===== config.mk =====
export PLATFORM = sky130hd
export DESIGN_NAME = cordic_nco_rotator_flat
export DESIGN_NICKNAME = d
export VERILOG_FILES = /design/src/rtl/cordic_nco_rotator_pkg.sv /design/src/rtl/cordic_nco_rotator_if.sv /design/src/rtl/cordic_nco_rotator_stage.sv /design/src/rtl/cordic_nco_rotator.sv /design/src/flat_wrapper.sv
export SDC_FILE = /design/constraint.sdc
export NUM_CORES = 2
export LEC_CHECK = 0
export CORE_MARGIN = 2
export CORE_UTILIZATION = 55
export CTS_CLUSTER_SIZE = 25
export DETAILED_ROUTE_END_ITERATION = 10
export GPL_ROUTABILITY_DRIVEN = 0
export GPL_TIMING_DRIVEN = 0
export PLACE_DENSITY = 0.82
export SYNTH_ARGS = -nofsm -noshare
export SYNTH_HDL_FRONTEND = slang
export SYNTH_SLANG_ARGS = --single-unit

===== constraint.sdc =====
create_clock -name clk -period 5.25 [get_ports clk]
set_input_delay 0.525 -clock clk [delete_from_list [all_inputs] [get_ports clk]]
set_output_delay 0.525 -clock clk [all_outputs]
set_load 0.05 [all_outputs]

===== src/rtl/cordic_nco_rotator_pkg.sv =====
// Shared CORDIC constants: arctangent table, gain, quadrant offsets and mode encoding.
package cordic_pkg;

   typedef enum logic {ROTATE = 1'b0, VECTOR = 1'b1} mode_e;

   // K = 1.64676 as unsigned fixed point with 15 fraction bits
   localparam logic [15:0] CORDIC_GAIN = 16'hD2C9;

   localparam logic [31:0] QTR32  = 32'h4000_0000;
   localparam logic [31:0] HALF32 = 32'h8000_0000;
   localparam logic [31:0] TQTR32 = 32'hC000_0000;

   // round(atan(2^-i) / 2pi * 2^32), rescaled to a narrower phase word by right shift
   function automatic logic [31:0] atan_tab(input int i, input int pw);
      logic [31:0] t;
      case (i)
         0:  t = 32'h2000_0000;
         1:  t = 32'h12E4_051E;
         2:  t = 32'h09FB_385B;
         3:  t = 32'h0511_11D4;
         4:  t = 32'h028B_0D43;
         5:  t = 32'h0145_D7E1;
         6:  t = 32'h00A2_F61E;
         7:  t = 32'h0051_7C55;
         8:  t = 32'h0028_BE53;
         9:  t = 32'h0014_5F2F;
         10: t = 32'h000A_2F98;
         11: t = 32'h0005_17CC;
         12: t = 32'h0002_8BE6;
         13: t = 32'h0001_45F3;
         14: t = 32'h0000_A2FA;
         15: t = 32'h0000_517D;
         16: t = 32'h0000_28BE;
         17: t = 32'h0000_145F;
         18: t = 32'h0000_0A30;
         19: t = 32'h0000_0518;
         20: t = 32'h0000_028C;
         21: t = 32'h0000_0146;
         22: t = 32'h0000_00A3;
         23: t = 32'h0000_0051;
         24: t = 32'h0000_0029;
         25: t = 32'h0000_0014;
         26: t = 32'h0000_000A;
         27: t = 32'h0000_0005;
         28: t = 32'h0000_0003;
         29: t = 32'h0000_0001;
         30: t = 32'h0000_0001;
         default: t = 32'h0000_0000;
      endcase
      return t >> (32 - pw);
   endfunction

endpackage


===== src/rtl/cordic_nco_rotator_if.sv =====
// Sample-in / result-out bundle of the CORDIC NCO rotator; slave is the engine side.
interface cordic_nco_rotator_if #(
   parameter int IN_W    = 16,
   parameter int OUT_W   = 22,
   parameter int PHASE_W = 32
);
   logic                      in_valid;
   logic                      mode;
   logic signed [IN_W-1:0]    xin;
   logic signed [IN_W-1:0]    yin;
   logic        [PHASE_W-1:0] phase_step;
   logic                      phase_load;
   logic        [PHASE_W-1:0] phase_init;
   logic                      out_valid;
   logic                      out_mode;
   logic signed [OUT_W-1:0]   xout;
   logic signed [OUT_W-1:0]   yout;
   logic        [PHASE_W-1:0] phase_out;

   modport master (
      output in_valid, mode, xin, yin, phase_step, phase_load, phase_init,
      input  out_valid, out_mode, xout, yout, phase_out
   );

   modport slave (
      input  in_valid, mode, xin, yin, phase_step, phase_load, phase_init,
      output out_valid, out_mode, xout, yout, phase_out
   );
endinterface


===== src/rtl/cordic_nco_rotator_stage.sv =====
// One registered CORDIC micro-rotation by atan(2^-SHIFT); one clock, no stall.
module cordic_stage
   import cordic_pkg::*;
#(
   parameter int W     = 22,
   parameter int PW    = 32,
   parameter int SHIFT = 0
) (
   input  logic                clk,
   input  logic                rst_n,
   input  logic                vld_i,
   input  mode_e               mode_i,
   input  logic signed [W-1:0] x_i,
   input  logic signed [W-1:0] y_i,
   input  logic [PW-1:0]       z_i,
   output logic                vld_o,
   output mode_e               mode_o,
   output logic signed [W-1:0] x_o,
   output logic signed [W-1:0] y_o,
   output logic [PW-1:0]       z_o
);
   localparam logic [PW-1:0] ATAN = PW'(atan_tab(SHIFT, PW));

   logic                vld_q;
   mode_e               mode_q;
   logic signed [W-1:0] x_q, y_q, x_d, y_d, xs, ys;
   logic [PW-1:0]       z_q, z_d;
   logic                cw;

   always_comb begin
      // cw means d = -1: vectoring drives y toward zero (y = 0 counts as positive)
      cw  = (mode_i == VECTOR) ? !y_i[W-1] : z_i[PW-1];
      xs  = x_i >>> SHIFT;
      ys  = y_i >>> SHIFT;
      x_d = x_i - ys;
      y_d = y_i + xs;
      z_d = z_i - ATAN;
      if (cw) begin
         x_d = x_i + ys;
         y_d = y_i - xs;
         z_d = z_i + ATAN;
      end
   end

   always_ff @(posedge clk or negedge rst_n) begin
      if (!rst_n) begin
         vld_q  <= 1'b0;
         mode_q <= ROTATE;
         x_q    <= '0;
         y_q    <= '0;
         z_q    <= '0;
      end else begin
         vld_q  <= vld_i;
         mode_q <= mode_i;
         x_q    <= x_d;
         y_q    <= y_d;
         z_q    <= z_d;
      end
   end

   assign vld_o  = vld_q;
   assign mode_o = mode_q;
   assign x_o    = x_q;
   assign y_o    = y_q;
   assign z_o    = z_q;
endmodule


===== src/rtl/cordic_nco_rotator.sv =====
// Phase-accumulating CORDIC rotate/vector engine, one sample per clock.
// Latency STAGES+1 clocks; no backpressure, valid and mode travel with the data.
module cordic_nco_rotator
   import cordic_pkg::*;
#(
   parameter int IN_W    = 16,
   parameter int OUT_W   = 22,
   parameter int PHASE_W = 32,
   parameter int STAGES  = 16
) (
   input  logic                clk,
   input  logic                rst_n,
   cordic_nco_rotator_if.slave io
);
   localparam logic [PHASE_W-1:0] QTR  = PHASE_W'(QTR32  >> (32 - PHASE_W));
   localparam logic [PHASE_W-1:0] HALF = PHASE_W'(HALF32 >> (32 - PHASE_W));
   localparam logic [PHASE_W-1:0] TQTR = PHASE_W'(TQTR32 >> (32 - PHASE_W));

   logic [PHASE_W-1:0]      acc_q, acc_d, p;
   mode_e                   mode_in;
   logic signed [OUT_W-1:0] xe, ye;
   logic                    pv_q;
   mode_e                   pm_q;
   logic signed [OUT_W-1:0] px_q, py_q, px_d, py_d;
   logic [PHASE_W-1:0]      pz_q, pz_d;

   assign mode_in = mode_e'(io.mode);
   assign p       = io.phase_load ? io.phase_init : acc_q;
   assign xe      = {{(OUT_W-IN_W){io.xin[IN_W-1]}}, io.xin};
   assign ye      = {{(OUT_W-IN_W){io.yin[IN_W-1]}}, io.yin};

   // Bubbles leave the phase untouched so the tone stays coherent across gaps
   always_comb begin
      acc_d = acc_q;
      if (io.in_valid)
         acc_d = p + io.phase_step;
      else if (io.phase_load)
         acc_d = io.phase_init;
   end

   always_comb begin
      px_d = xe;
      py_d = ye;
      pz_d = p;
      if (mode_in == VECTOR) begin
         pz_d = '0;
         if (xe[OUT_W-1]) begin
            px_d = -xe;
            py_d = -ye;
            pz_d = HALF;
         end
      end else begin
         case (p[PHASE_W-1 -: 2])
            2'b01:   begin px_d = -ye; py_d = xe;  pz_d = p - QTR;  end
            2'b10:   begin px_d = -xe; py_d = -ye; pz_d = p - HALF; end
            2'b11:   begin px_d = ye;  py_d = -xe; pz_d = p - TQTR; end
            default: begin px_d = xe;  py_d = ye;  pz_d = p;        end
         endcase
      end
   end

   always_ff @(posedge clk or negedge rst_n) begin
      if (!rst_n) begin
         acc_q <= '0;
         pv_q  <= 1'b0;
         pm_q  <= ROTATE;
         px_q  <= '0;
         py_q  <= '0;
         pz_q  <= '0;
      end else begin
         acc_q <= acc_d;
         pv_q  <= io.in_valid;
         pm_q  <= mode_in;
         px_q  <= px_d;
         py_q  <= py_d;
         pz_q  <= pz_d;
      end
   end

   logic                    vld_c  [STAGES+1];
   mode_e                   mode_c [STAGES+1];
   logic signed [OUT_W-1:0] x_c    [STAGES+1];
   logic signed [OUT_W-1:0] y_c    [STAGES+1];
   logic [PHASE_W-1:0]      z_c    [STAGES+1];

   assign vld_c[0]  = pv_q;
   assign mode_c[0] = pm_q;
   assign x_c[0]    = px_q;
   assign y_c[0]    = py_q;
   assign z_c[0]    = pz_q;

   for (genvar i = 0; i < STAGES; i++) begin : g_stage
      cordic_stage #(
         .W     (OUT_W),
         .PW    (PHASE_W),
         .SHIFT (i)
      ) u_stage (
         .clk    (clk),
         .rst_n  (rst_n),
         .vld_i  (vld_c[i]),
         .mode_i (mode_c[i]),
         .x_i    (x_c[i]),
         .y_i    (y_c[i]),
         .z_i    (z_c[i]),
         .vld_o  (vld_c[i+1]),
         .mode_o (mode_c[i+1]),
         .x_o    (x_c[i+1]),
         .y_o    (y_c[i+1]),
         .z_o    (z_c[i+1])
      );
   end

   // Vectoring accumulates the angle with the same sign as atan2(yin, xin)
   assign io.out_valid = vld_c[STAGES];
   assign io.out_mode  = mode_c[STAGES];
   assign io.xout      = x_c[STAGES];
   assign io.yout      = y_c[STAGES];
   assign io.phase_out = z_c[STAGES];
endmodule


===== src/flat_wrapper.sv =====
// flat-port wrapper written by rule: the top's interface ports become plain ports
module cordic_nco_rotator_flat import cordic_pkg::*;
#(
   parameter int IN_W    = 16,
   parameter int OUT_W   = 22,
   parameter int PHASE_W = 32,
   parameter int STAGES  = 16
)
  (clk, rst_n, io_in_valid, io_mode, io_xin, io_yin, io_phase_step, io_phase_load, io_phase_init, io_out_valid, io_out_mode, io_xout, io_yout, io_phase_out);
  cordic_nco_rotator_if #(.IN_W(IN_W), .OUT_W(OUT_W), .PHASE_W(PHASE_W)) io_i ();
  input  logic clk;
  input  logic rst_n;
  input wire logic [$bits(io_i.in_valid)-1:0] io_in_valid;
  input wire logic [$bits(io_i.mode)-1:0] io_mode;
  input wire logic [$bits(io_i.xin)-1:0] io_xin;
  input wire logic [$bits(io_i.yin)-1:0] io_yin;
  input wire logic [$bits(io_i.phase_step)-1:0] io_phase_step;
  input wire logic [$bits(io_i.phase_load)-1:0] io_phase_load;
  input wire logic [$bits(io_i.phase_init)-1:0] io_phase_init;
  output wire logic [$bits(io_i.out_valid)-1:0] io_out_valid;
  output wire logic [$bits(io_i.out_mode)-1:0] io_out_mode;
  output wire logic [$bits(io_i.xout)-1:0] io_xout;
  output wire logic [$bits(io_i.yout)-1:0] io_yout;
  output wire logic [$bits(io_i.phase_out)-1:0] io_phase_out;
  assign io_i.in_valid = io_in_valid;
  assign io_i.mode = io_mode;
  assign io_i.xin = io_xin;
  assign io_i.yin = io_yin;
  assign io_i.phase_step = io_phase_step;
  assign io_i.phase_load = io_phase_load;
  assign io_i.phase_init = io_phase_init;
  assign io_out_valid = io_i.out_valid;
  assign io_out_mode = io_i.out_mode;
  assign io_xout = io_i.xout;
  assign io_yout = io_i.yout;
  assign io_phase_out = io_i.phase_out;
  cordic_nco_rotator #(.IN_W(IN_W), .OUT_W(OUT_W), .PHASE_W(PHASE_W), .STAGES(STAGES)) u_core (.clk(clk), .rst_n(rst_n), .io(io_i));
endmodule

==> summary.md <==
| Metric | Value |
|---|---|
| Worst Hold Endpoint | `u_core.pv_q$_DFF_PN0_` |
| Final Hold Violating Endpoints | `0` |
| Post-Synthesis Cells | `11100` |
| Slowest stage delay, CP | `530 ps` |
| Top-count cell post-synth | `dfrtp_1` |
| Setup TNS | `0 ps` |
| Syn Nets | `12537` |
| Worst Path Required | `5960 ps` |
| Crit start category | `flop` |
| CP top delay family | `compound AO/OA/AOI/OAI gates` |
| HPWL Detailed | `195000 um` |
| Grt ovf | `0` |
| TritonCTS clock tree | `yes` |
| Worst hold path type | `input pin to flop` |
| Reg-to-Reg End | `u_core.g_stage[11].u_stage.x_o[20]$_DFF_PN0_` |
| Largest net degree at the start of global routing | `195` |
| First-pass GRT wire length | `414000 um` |
| Final Cycle Share | `0.976` |
| CP cell instances | `clkinv_1 -> mux2_2 -> clkbuf_1 -> nor2_1 -> xor2_1 -> ha_1 -> a21o_1 -> a21oi_1 -> nor2b_1 -> o41ai_2 -> o21ai_1 -> a41o_1 -> o31a_1 -> a311o_1 -> a21oi_1 -> xnor2_1` |
| Core box area | `185000 um^2` |
| Worst Reg2Reg Path Length in Cells | `16` |
| Dpl cell area | `107000 um^2` |
| Final setup fails | `0` |
| DR vias | `85533` |
| Chip height | `435 um` |
| Initial antenna violation count | `6` |
| IO buf count | `165` |
| Per-cell routed wire length | `18.1 um` |
| Crit path max fanout | `10` |
| Slew HR | `0.230` |
| Top cells by area, synth | `dfrtp_1, ha_1, xnor2_1` |
| Clk sinks | `1357` |
| Crit path kind | `flop to flop` |
| Synth Cell Area | `102000 um^2` |
| Cell seen most often among critical-path stages | `a21oi_1` |
| Least-Margin Pin Slew | `1140 ps` |
| Worst skew pair latency | `810 ps` |
| Row Count | `158` |
| Post-synth EDFFs | `0` |
| Hold_sp | `io_in_valid` |
| Clock-pin slew on the worst setup and hold paths | `60 ps` |
| Reg2reg setup slack | `130 ps` |
| Fin Clk Skew | `36.0 ps` |
| Critical Path Sink Type | `flop` |
| Initial core utilization | `0.552` |
| WHS | `222 ps` |
| Post-route minimum period | `5120 ps` |
| Routed WL | `253000 um` |
| Clk Tree Root Cell | `clkbuf_16` |
| CP Data Arrival Time | `5840 ps` |
| Crit path depth | `16` |
| CTS max path bufs | `3` |
| Slowest CP cell | `mux2_2` |
| Drt initial violations | `6826` |
| Status | `completed` |
| Ports | `179` |
| Die X-Extent | `435 um` |
| Post-route DRC | `0` |
| Reg2reg start | `u_core.g_stage[10].u_stage.y_o[21]$_DFF_PN0_` |
| Post-synth top cells | `dfrtp_1, ha_1, a21oi_1` |
| Fillers | `14718` |
| Die ar. | `189000 um^2` |
| Routed Antenna Nets | `0` |
| Register area share after synthesis | `0.332` |
| Total GRT Usage | `0.260` |
| CTS H-tree depth | `4` |
| Top-area cell type share of the netlist area | `0.332` |
| TritonRoute pass-1 iters | `8` |
| Max_cap viols | `0` |
| Vias per inst | `6.09` |
| Synth warn | `0` |
| Netlist cell types | `94` |
| Max Freq | `0.195 GHz` |
| Design area | `112000 um^2` |
| Final Max Tran Viols | `0` |
| Layout area overhead | `10.1%` |
| CTS Buf Count | `151` |
| Cell taking the most area after synthesis | `dfrtp_1` |
| Hold depth | `1` |
| Fraction of layout cells with a size suffix above 1 | `0.0416` |
| Syn avg cell area | `9.20 um^2` |
| Worst path bufs/invs | `2` |
| Synthesis-stage register bit count | `1357` |
| Async set or reset register ratio after synthesis | `1.00` |
| Nets | `12866` |
| Synth Flop Type | `dfrtp_1` |
| Vias in the first global route | `85505` |
[worst reg2reg max path, cell delays in order, from the launching register on]
cell and delay (ps):
dfrtp_1 420, clkinv_1 380, mux2_2 530, clkbuf_1 320, nor2_1 190, xor2_1 260, ha_1 320, a21o_1 190
a21oi_1 230, nor2b_1 120, o41ai_2 490, o21ai_1 290, a41o_1 340, o31a_1 290, a311o_1 350, a21oi_1 190
xnor2_1 150
[registers in the layout, summed over array words and instances, names as in the netlist, 22 cells and up]
name                        cells
u_core.g_stage.u_stage.z_o    512
u_core.g_stage.u_stage.x_o    352
u_core.px_q                    22
u_core.g_stage.u_stage.y_o    351
u_core.acc_q                   32
u_core.pz_q                    32
u_core.py_q                    22
[per-stage QoR]
step                instances  setup slack (ps)   util
floorplan               11100               749      -
global placement        13745            -53630  0.578
detailed placement      13753              -654  0.579
CTS                     14027              5.84  0.607
global route            14034             -17.5  0.608
finish                  14035               126  0.608
[area by class of cell]
class / instances / area [um^2] / share of cell area
Clock buffer: 189 / 4190 / 0.0372
Multi-Input combinational cell: 9036 / 65600 / 0.583
Timing Repair Buffer: 177 / 1910 / 0.0170
Inverter: 509 / 1930 / 0.0172
Clock inverter: 86 / 960 / 0.00853
Tap cell: 2480 / 3100 / 0.0276
Sequential cell: 1357 / 34000 / 0.302
Antenna cell: 4 / 10.0 / 0.0000890
Timing Repair inverter: 2 / 10.0 / 0.0000890
Buffer: 195 / 787 / 0.00700
[cell usage in the layout, fill, tap and decap left out, types with 31 or more instances in the layout]
| cell type | Yosys | final |
|---|---|---|
| a211o_1 | 31 | 31 |
| a211oi_1 | 98 | 98 |
| a21boi_0 | 37 | 37 |
| a21o_1 | 465 | 465 |
| a21oi_1 | 1140 | 1136 |
| a31oi_1 | 105 | 103 |
| and2_1 | 52 | 52 |
| and3_1 | 90 | 90 |
| clkbuf_1 | 164 | 161 |
| clkbuf_16 | 0 | 156 |
| clkdlybuf4s50_1 | 0 | 164 |
| dfrtp_1 | 1357 | 1357 |
| fa_1 | 50 | 50 |
| ha_1 | 1286 | 1286 |
| inv_1 | 496 | 493 |
| mux2_2 | 44 | 44 |
| mux2i_1 | 67 | 67 |
| nand2_1 | 624 | 624 |
| nand2b_1 | 140 | 140 |
| nand3_1 | 212 | 212 |
| nand4_1 | 83 | 83 |
| nor2_1 | 926 | 926 |
| nor2b_1 | 184 | 184 |
| nor3_1 | 286 | 286 |
| nor4_1 | 60 | 60 |
| o211ai_1 | 47 | 47 |
| o21a_1 | 162 | 162 |
| o21ai_0 | 543 | 539 |
| o21bai_1 | 131 | 131 |
| o31ai_1 | 82 | 81 |
| or2_2 | 47 | 47 |
| or3_1 | 77 | 77 |
| xnor2_1 | 1029 | 1029 |
| xor2_1 | 426 | 426 |
[kinds of logic (layout without fill, tap and decap cells)]
kind of cell	Yosys count	in the layout	synth area share
muxes	111	111	0.0114
DFF	1357	1357	0.332
adders and majority gates	1336	1336	0.167
buffers and inverters	707	1158	0.0260
other	1	5	0.0000367
and+or+nand+nor	2899	2899	0.136
xor gates and xnor gates	1455	1455	0.125
AOI/OAI and AO/OA	3234	3234	0.202
[how the worst max path moves through the flow]
stage | start | endpoint | slack (ps)
6_report | u_core.g_stage[10].u_stage.y_o[21]$_DFF_PN0_ | u_core.g_stage[11].u_stage.x_o[20]$_DFF_PN0_ | 130
5_1_grt | u_core.g_stage[3].u_stage.y_o[21]$_DFF_PN0_ | u_core.g_stage[4].u_stage.x_o[20]$_DFF_PN0_ | -20
4_1_cts | u_core.g_stage[2].u_stage.y_o[21]$_DFF_PN0_ | u_core.g_stage[3].u_stage.x_o[21]$_DFF_PN0_ | 6
3_5_place_dp | u_core.g_stage[13].u_stage.y_o[21]$_DFF_PN0_ | u_core.g_stage[14].u_stage.x_o[20]$_DFF_PN0_ | -650
3_3_place_gp | rst_n | u_core.g_stage[1].u_stage.x_o[0]$_DFF_PN0_ | -53630
2_1_floorplan | u_core.g_stage[13].u_stage.y_o[21]$_DFF_PN0_ | u_core.g_stage[14].u_stage.x_o[20]$_DFF_PN0_ | 750
[metal layers]
layer | wire length [um] | up-vias | part of all wire | track usage
met5 | 13 | - | 0.000051 | 0
met4 | 16500 | 2 | 0.065 | 0.156
met3 | 15500 | 1008 | 0.061 | 0.0402
met2 | 127000 | 3522 | 0.50 | 0.472
met1 | 94800 | 40539 | 0.37 | 0.284
li1 | - | 40462 | - | -
[repair_timing]
action | CTS | global route
cloned | 0 | 2
endpoints found under the hold margin | 110 | 0
gates resized for setup | 25 | 48
setup buffers | 0 | 3
hold buffers | 1 | 0
endpoints found under the setup margin | 84 | 75
Power is left out: the tool's default activity adds up to more than one toggle a clock period on the data nets, which glitch-free logic cannot reach.
